$ cat src/rtl/rv32i_pkg.sv
// Shared scoreboard types and constants for the Stage-3 dual-issue pipeline.
package rv32i_pkg;

  localparam int unsigned NUM_ARCH_REGS = 32;
  localparam int unsigned RD_W          = 5;
  localparam int unsigned SB_CNT_W      = 2;

  // Issue-port event: one register-writing instruction leaving an issue slot.
  typedef struct packed {
    logic            valid;
    logic [RD_W-1:0] rd;
    logic            is_load;
  } sb_evt_t;

endpackage

$ cat src/rtl/scoreboard_ctrl_sb_entry.sv
// One architectural register's in-flight writer counter and load-pending bit.
// Optional feature: SB_WB_BYPASS_EN hides a register in the cycle its last writer retires.
module sb_entry #(
  parameter int unsigned CNT_W = 2
) (
  input  logic       clk,
  input  logic       rst,
  input  logic [1:0] inc,
  input  logic [1:0] dec,
  input  logic       set_ld,
  input  logic       clr_ld,
  input  logic       flush,
  output logic       busy,
  output logic       ld_pend,
  output logic       err
);

  localparam int unsigned SUM_W = CNT_W + 2;
  localparam logic signed [SUM_W-1:0] MAX_S = SUM_W'((1 << CNT_W) - 1);

  logic [CNT_W-1:0]        count, count_nxt;
  logic                    ld, ld_nxt;
  logic signed [SUM_W-1:0] sum;
  logic                    retire;

  // Next counter/load state with saturation, clamping and flush squash.
  always_comb begin
    count_nxt = count;
    ld_nxt    = ld;
    err       = 1'b0;
    retire    = 1'b0;
    sum       = $signed(SUM_W'(count)) + $signed(SUM_W'(inc)) - $signed(SUM_W'(dec));
    if (flush) begin
      count_nxt = '0;
      ld_nxt    = 1'b0;
    end else begin
      if (sum > MAX_S) begin
        count_nxt = CNT_W'(MAX_S);
        err       = 1'b1;
      end else if (sum < 0) begin
        count_nxt = '0;
        err       = 1'b1;
      end else begin
        count_nxt = CNT_W'(sum);
      end
      // A newer load issuing in the same cycle stays outstanding.
      if (set_ld)
        ld_nxt = 1'b1;
      else if (clr_ld || count_nxt == '0)
        ld_nxt = 1'b0;
      retire = (inc == 2'd0) && (dec != 2'd0) && (count_nxt == '0);
    end
  end

  // Counter and load-bit state.
  always_ff @(posedge clk or posedge rst) begin
    if (rst) begin
      count <= '0;
      ld    <= 1'b0;
    end else begin
      count <= count_nxt;
      ld    <= ld_nxt;
    end
  end

  // Status toward the issue logic, optionally bypassing the final writeback.
  always_comb begin
`ifdef SB_WB_BYPASS_EN
    busy    = (count != '0) && !retire;
    ld_pend = ld && !retire;
`else
    busy    = (count != '0);
    ld_pend = ld;
`endif
  end

endmodule

$ cat src/rtl/scoreboard_ctrl.sv
// Register-status scoreboard: tracks in-flight writers and outstanding loads for x1..x31.
// Optional feature: SB_WB_BYPASS_EN (same-cycle writeback visibility on busy/load vectors).
module scoreboard_ctrl
  import rv32i_pkg::*;
#(
  parameter int unsigned CNT_W = SB_CNT_W
) (
  input  logic                     clk,
  input  logic                     rst,
  input  logic                     iss0_valid,
  input  logic [RD_W-1:0]          iss0_rd,
  input  logic                     iss0_is_load,
  input  logic                     iss1_valid,
  input  logic [RD_W-1:0]          iss1_rd,
  input  logic                     iss1_is_load,
  input  logic                     wb0_valid,
  input  logic [RD_W-1:0]          wb0_rd,
  input  logic                     wb1_valid,
  input  logic [RD_W-1:0]          wb1_rd,
  input  logic                     ld_done_valid,
  input  logic [RD_W-1:0]          ld_done_rd,
  input  logic                     flush,
  output logic [NUM_ARCH_REGS-1:0] busy_vec,
  output logic [NUM_ARCH_REGS-1:0] load_pending_vec,
  output logic                     sb_err
);

  sb_evt_t                  iss0, iss1;
  logic [NUM_ARCH_REGS-1:0] err_vec;

  assign iss0 = '{valid: iss0_valid, rd: iss0_rd, is_load: iss0_is_load};
  assign iss1 = '{valid: iss1_valid, rd: iss1_rd, is_load: iss1_is_load};

  // x0 is hardwired and never tracked.
  assign busy_vec[0]         = 1'b0;
  assign load_pending_vec[0] = 1'b0;
  assign err_vec[0]          = 1'b0;

  for (genvar r = 1; r < NUM_ARCH_REGS; r++) begin : g_entry
    logic       hit0, hit1, wbh0, wbh1;
    logic [1:0] inc, dec;
    logic       set_ld, clr_ld;

    // Per-register decode of this cycle's issue, writeback and load-return events.
    always_comb begin
      hit0   = iss0.valid && (iss0.rd == RD_W'(r));
      hit1   = iss1.valid && (iss1.rd == RD_W'(r));
      wbh0   = wb0_valid && (wb0_rd == RD_W'(r));
      wbh1   = wb1_valid && (wb1_rd == RD_W'(r));
      inc    = 2'(hit0) + 2'(hit1);
      dec    = 2'(wbh0) + 2'(wbh1);
      set_ld = (hit0 && iss0.is_load) || (hit1 && iss1.is_load);
      clr_ld = ld_done_valid && (ld_done_rd == RD_W'(r));
    end

    sb_entry #(.CNT_W(CNT_W)) u_entry (
      .clk    (clk),
      .rst    (rst),
      .inc    (inc),
      .dec    (dec),
      .set_ld (set_ld),
      .clr_ld (clr_ld),
      .flush  (flush),
      .busy   (busy_vec[r]),
      .ld_pend(load_pending_vec[r]),
      .err    (err_vec[r])
    );
  end

  // Sticky tracking-error flag, cleared only by reset.
  always_ff @(posedge clk or posedge rst) begin
    if (rst)
      sb_err <= 1'b0;
    else if (|err_vec)
      sb_err <= 1'b1;
  end

endmodule

$ cat config.mk
export PLATFORM = sky130hd
export DESIGN_NAME = scoreboard_ctrl
export DESIGN_NICKNAME = d
export VERILOG_FILES = /design/src/rtl/rv32i_pkg.sv /design/src/rtl/scoreboard_ctrl_sb_entry.sv /design/src/rtl/scoreboard_ctrl.sv
export SDC_FILE = /design/constraint.sdc
export NUM_CORES = 1
export LEC_CHECK = 0
export BUFFER_PORTS_ARGS = -buffer_cell sky130_fd_sc_hd__buf_2
export CORE_MARGIN = 3
export CORE_UTILIZATION = 55
export CTS_CLUSTER_SIZE = 24
export DETAILED_ROUTE_END_ITERATION = 8
export GPL_ROUTABILITY_DRIVEN = 0
export PLACE_DENSITY_LB_ADDON = 0.25
export REMOVE_ABC_BUFFERS = 1
export SLEW_MARGIN = 10
export SYNTH_ARGS = -nofsm -noshare
export SYNTH_HDL_FRONTEND = slang
export SYNTH_SLANG_ARGS = --single-unit
$ cat constraint.sdc
create_clock -name clk -period 4.5 [get_ports clk]
set_input_delay 0.9 -clock clk [delete_from_list [all_inputs] [get_ports clk]]
set_output_delay 0.9 -clock clk [all_outputs]
set_load 0.01 [all_outputs]
==> impl_metrics.toml <==
[setup_path]
rrSetupSlack_ns = 1.99
worstPathCellList = "buf_2 -> nand2b_1 -> nor2_1 -> nand2_1 -> fa_1 -> inv_1 -> fa_1 -> ha_1 -> inv_1 -> ha_1 -> nand4_1 -> nor4_1 -> a21oi_1 -> or2_2"
cp.required_ns = 4.74
path_class = "primary input to flip-flop"
slowest_stage = "fa_1"
max_stage_delay_ns = 0.49
critPathCaptureType = "flip-flop"
crit_fanout = 10
worstPathBufferInverterCount = 3
crit_path_start_kind = "primary input"
crit_family = "simple AND/OR/NAND/NOR gates"
arrival_ns = 4.26

[yosys]
synth_area_leaders = "dfrtp_1, fa_1, ha_1, inv_1, nor2_1"
yosysWarnings = 0
synth-compound-area-share = 0.08360
synth_flop_cell = "dfrtp_1"
synthMuxAreaShare = 0
synth_edf_count = 0
synth_top_family_by_area = "adder cells"
async_reset_ff_frac = 1.000
ys_seq_area_frac = 0.2381
synthAdderAreaFrac = 0.3455
synth_common_cells = "inv_1, nor2_1, ha_1"
synth_top_area_share = 0.2381
synth.avg_cell_area_um2 = 8.788
synth_top_cell_by_area = "dfrtp_1"
yosysUniqueCellTypes = 48
synth-seq-cells = 94
synth_xor_area_frac = 0
syn_inst = 1124
synth.most_common_cell = "inv_1"
syn-cell-area_mm2 = 0.009878
synthSimpleGateAreaFrac = 0.1757

[power_and_ir_drop]
vdd_drop_max_mv = 0.1779
p_leak_nw = 5.339
power_density_mw_per_mm2 = 190.8

[die]
dieArea_mm2 = 0.01960
placement_rows = 48
boundaryPins = 100
initial_core_util = 0.5672
fp.dieW_um = 140.0
core_mm2 = 0.01742
die_h_um = 140.0

[sta]
period_minus_slack_ns = 4.018
period_share = 0.8928
slew_viol_final = 0
fin_skew_ns = 0.006392
tightest_slew_ns = 1.195
clock.fmax_mhz = 248.9
setup_violations = 0
tns_ns = 0
layout_setup_ws_ns = 0.4824
hold_violations = 0
rsz0062_at_grt = "no"
slew-limit-headroom = 0.2015

[cts]
clock_path_buffers = 2
clock-sinks = 94
cts-htree-levels = 3
postCtsHoldBufs = 0
tritoncts.num_buffers = 9
postCtsSetupRepairBufs = 0
ctsResizeCount = 0
path_clk_slew_ns = 0.07
clkLatencyLatePin_ns = 0.36
root_buffer = "clkbuf_16"
cts_tree = "built"

[detailed_routing]
vias = 7580
wire_per_inst_um = 18.86
drc_errors = 0
first_iter_violations = 619
first_pass_iters = 5
viasPerCell = 5.473
routed_wl_um = 26120
ant_nets = 0

[place]
place_hpwl_um = 21040
dpl_worst_slack_ns = 0.1681
port_buffers = 97
place_area_mm2 = 0.01018

[grt]
antenna_found_initial = 2
track_usage = 0.2799
grt_pass1_vias = 7817
overflow = 0
grt_pass1_wl_um = 42260
grt_max_degree = 95

[layout]
layout.nets = 1406
fin_area_mm2 = 0.01047
syn_to_final_growth_pct = 5.953
drive_gt1_frac = 0.1519

[run_status]
status = "complete, no violations"

[hold_path]
min_path_type = "flip-flop to flip-flop"

[flow_run]
max-cap-violations = 0
==> registers in the layout (all words and copies together), names as in the netlist <==
| register | flops |
|---|---|
| g_entry.u_entry.ld_pend | 31 |
| sb_err | 1 |
| g_entry.u_entry.count | 62 |
==> power by group <==
| part | internal, mW | total, mW | switching (mW) |
|---|---|---|---|
| logic | 0.114 | 0.345 | 0.231 |
| clock network | 0.430 | 0.777 | 0.346 |
| registers | 0.862 | 0.875 | 0.0132 |
==> metrics by stage <==
step	utilization	std cells	total power, mW	hold WS, ns
finish	0.6009	1385	1.997	0.5478
floorplan	-	1024	1.069	0.5122
global route	0.6009	1385	2.085	0.5402
global placement	0.5845	1368	1.227	0.5254
CTS	0.6008	1384	2.007	0.5389
detailed placement	0.5845	1368	1.232	0.5232
==> logic make-up after synthesis <==
family,after synthesis
fa+ha+maj,217
compound gates,116
other cells,1
simple gates,353
flops,94
buf+inv,343
==> cell type report <==
cell class	instances	area, um2
timing repair buffer	119	653.1
sequential	94	2352
tap	225	281.5
fill	1577	6950
clock buffer	12	236.5
antenna	1	2.502
clock inverter	4	47.55
multi-input combinational	688	5982
inverter	242	910.9
==> cells in the final DEF (no fill, tap or decap), drive strengths merged <==
master	instances
inv	242
nor2	169
ha	124
buf	119
dfrtp	94
fa	93
a21oi	55
nand2	42
or2	35
a221o	24
nand2b	21
nand3	19
nor2b	16
a22oi	14
nand4	12
nor3	12
clkbuf	12
a32oi	11
and2	7
a222oi	4
and4b	3
and3	3
a221oi	3
nand4b	3
and4bb	3
a31oi	2
nor4	2
conb	2
clkinv	2
nor4b	2
nand3b	2
diode	1
o2bb2a	1
and4	1
or4b	1
o21a	1
a2bb2oi	1
clkinvlp	1
bufinv	1
==> per-layer routing <==
metal | GRT usage | wire length [um]
met2 | 0.4376 | 11810
met1 | 0.3798 | 10830
met3 | 0.05906 | 2350
met5 | 0 | 13
met4 | 0.1203 | 1119
==> path summary, 6_finish.rpt <==
| kind | to | start | cells after the start |
|---|---|---|---|
| worst max-delay path | sb_err | iss1_rd[1] | 14 |
| worst min-delay path | sb_err | sb_err | 1 |
| worst max register to register | sb_err | g_entry[25].u_entry.count[1] | 10 |
| worst min register to register | sb_err | sb_err | 1 |
| max in group asynchronous | g_entry[29].u_entry.count[0] | rst | 3 |
| min in group asynchronous | g_entry[1].u_entry.count[1] | rst | 2 |
Power figures use the tool's default switching activity.
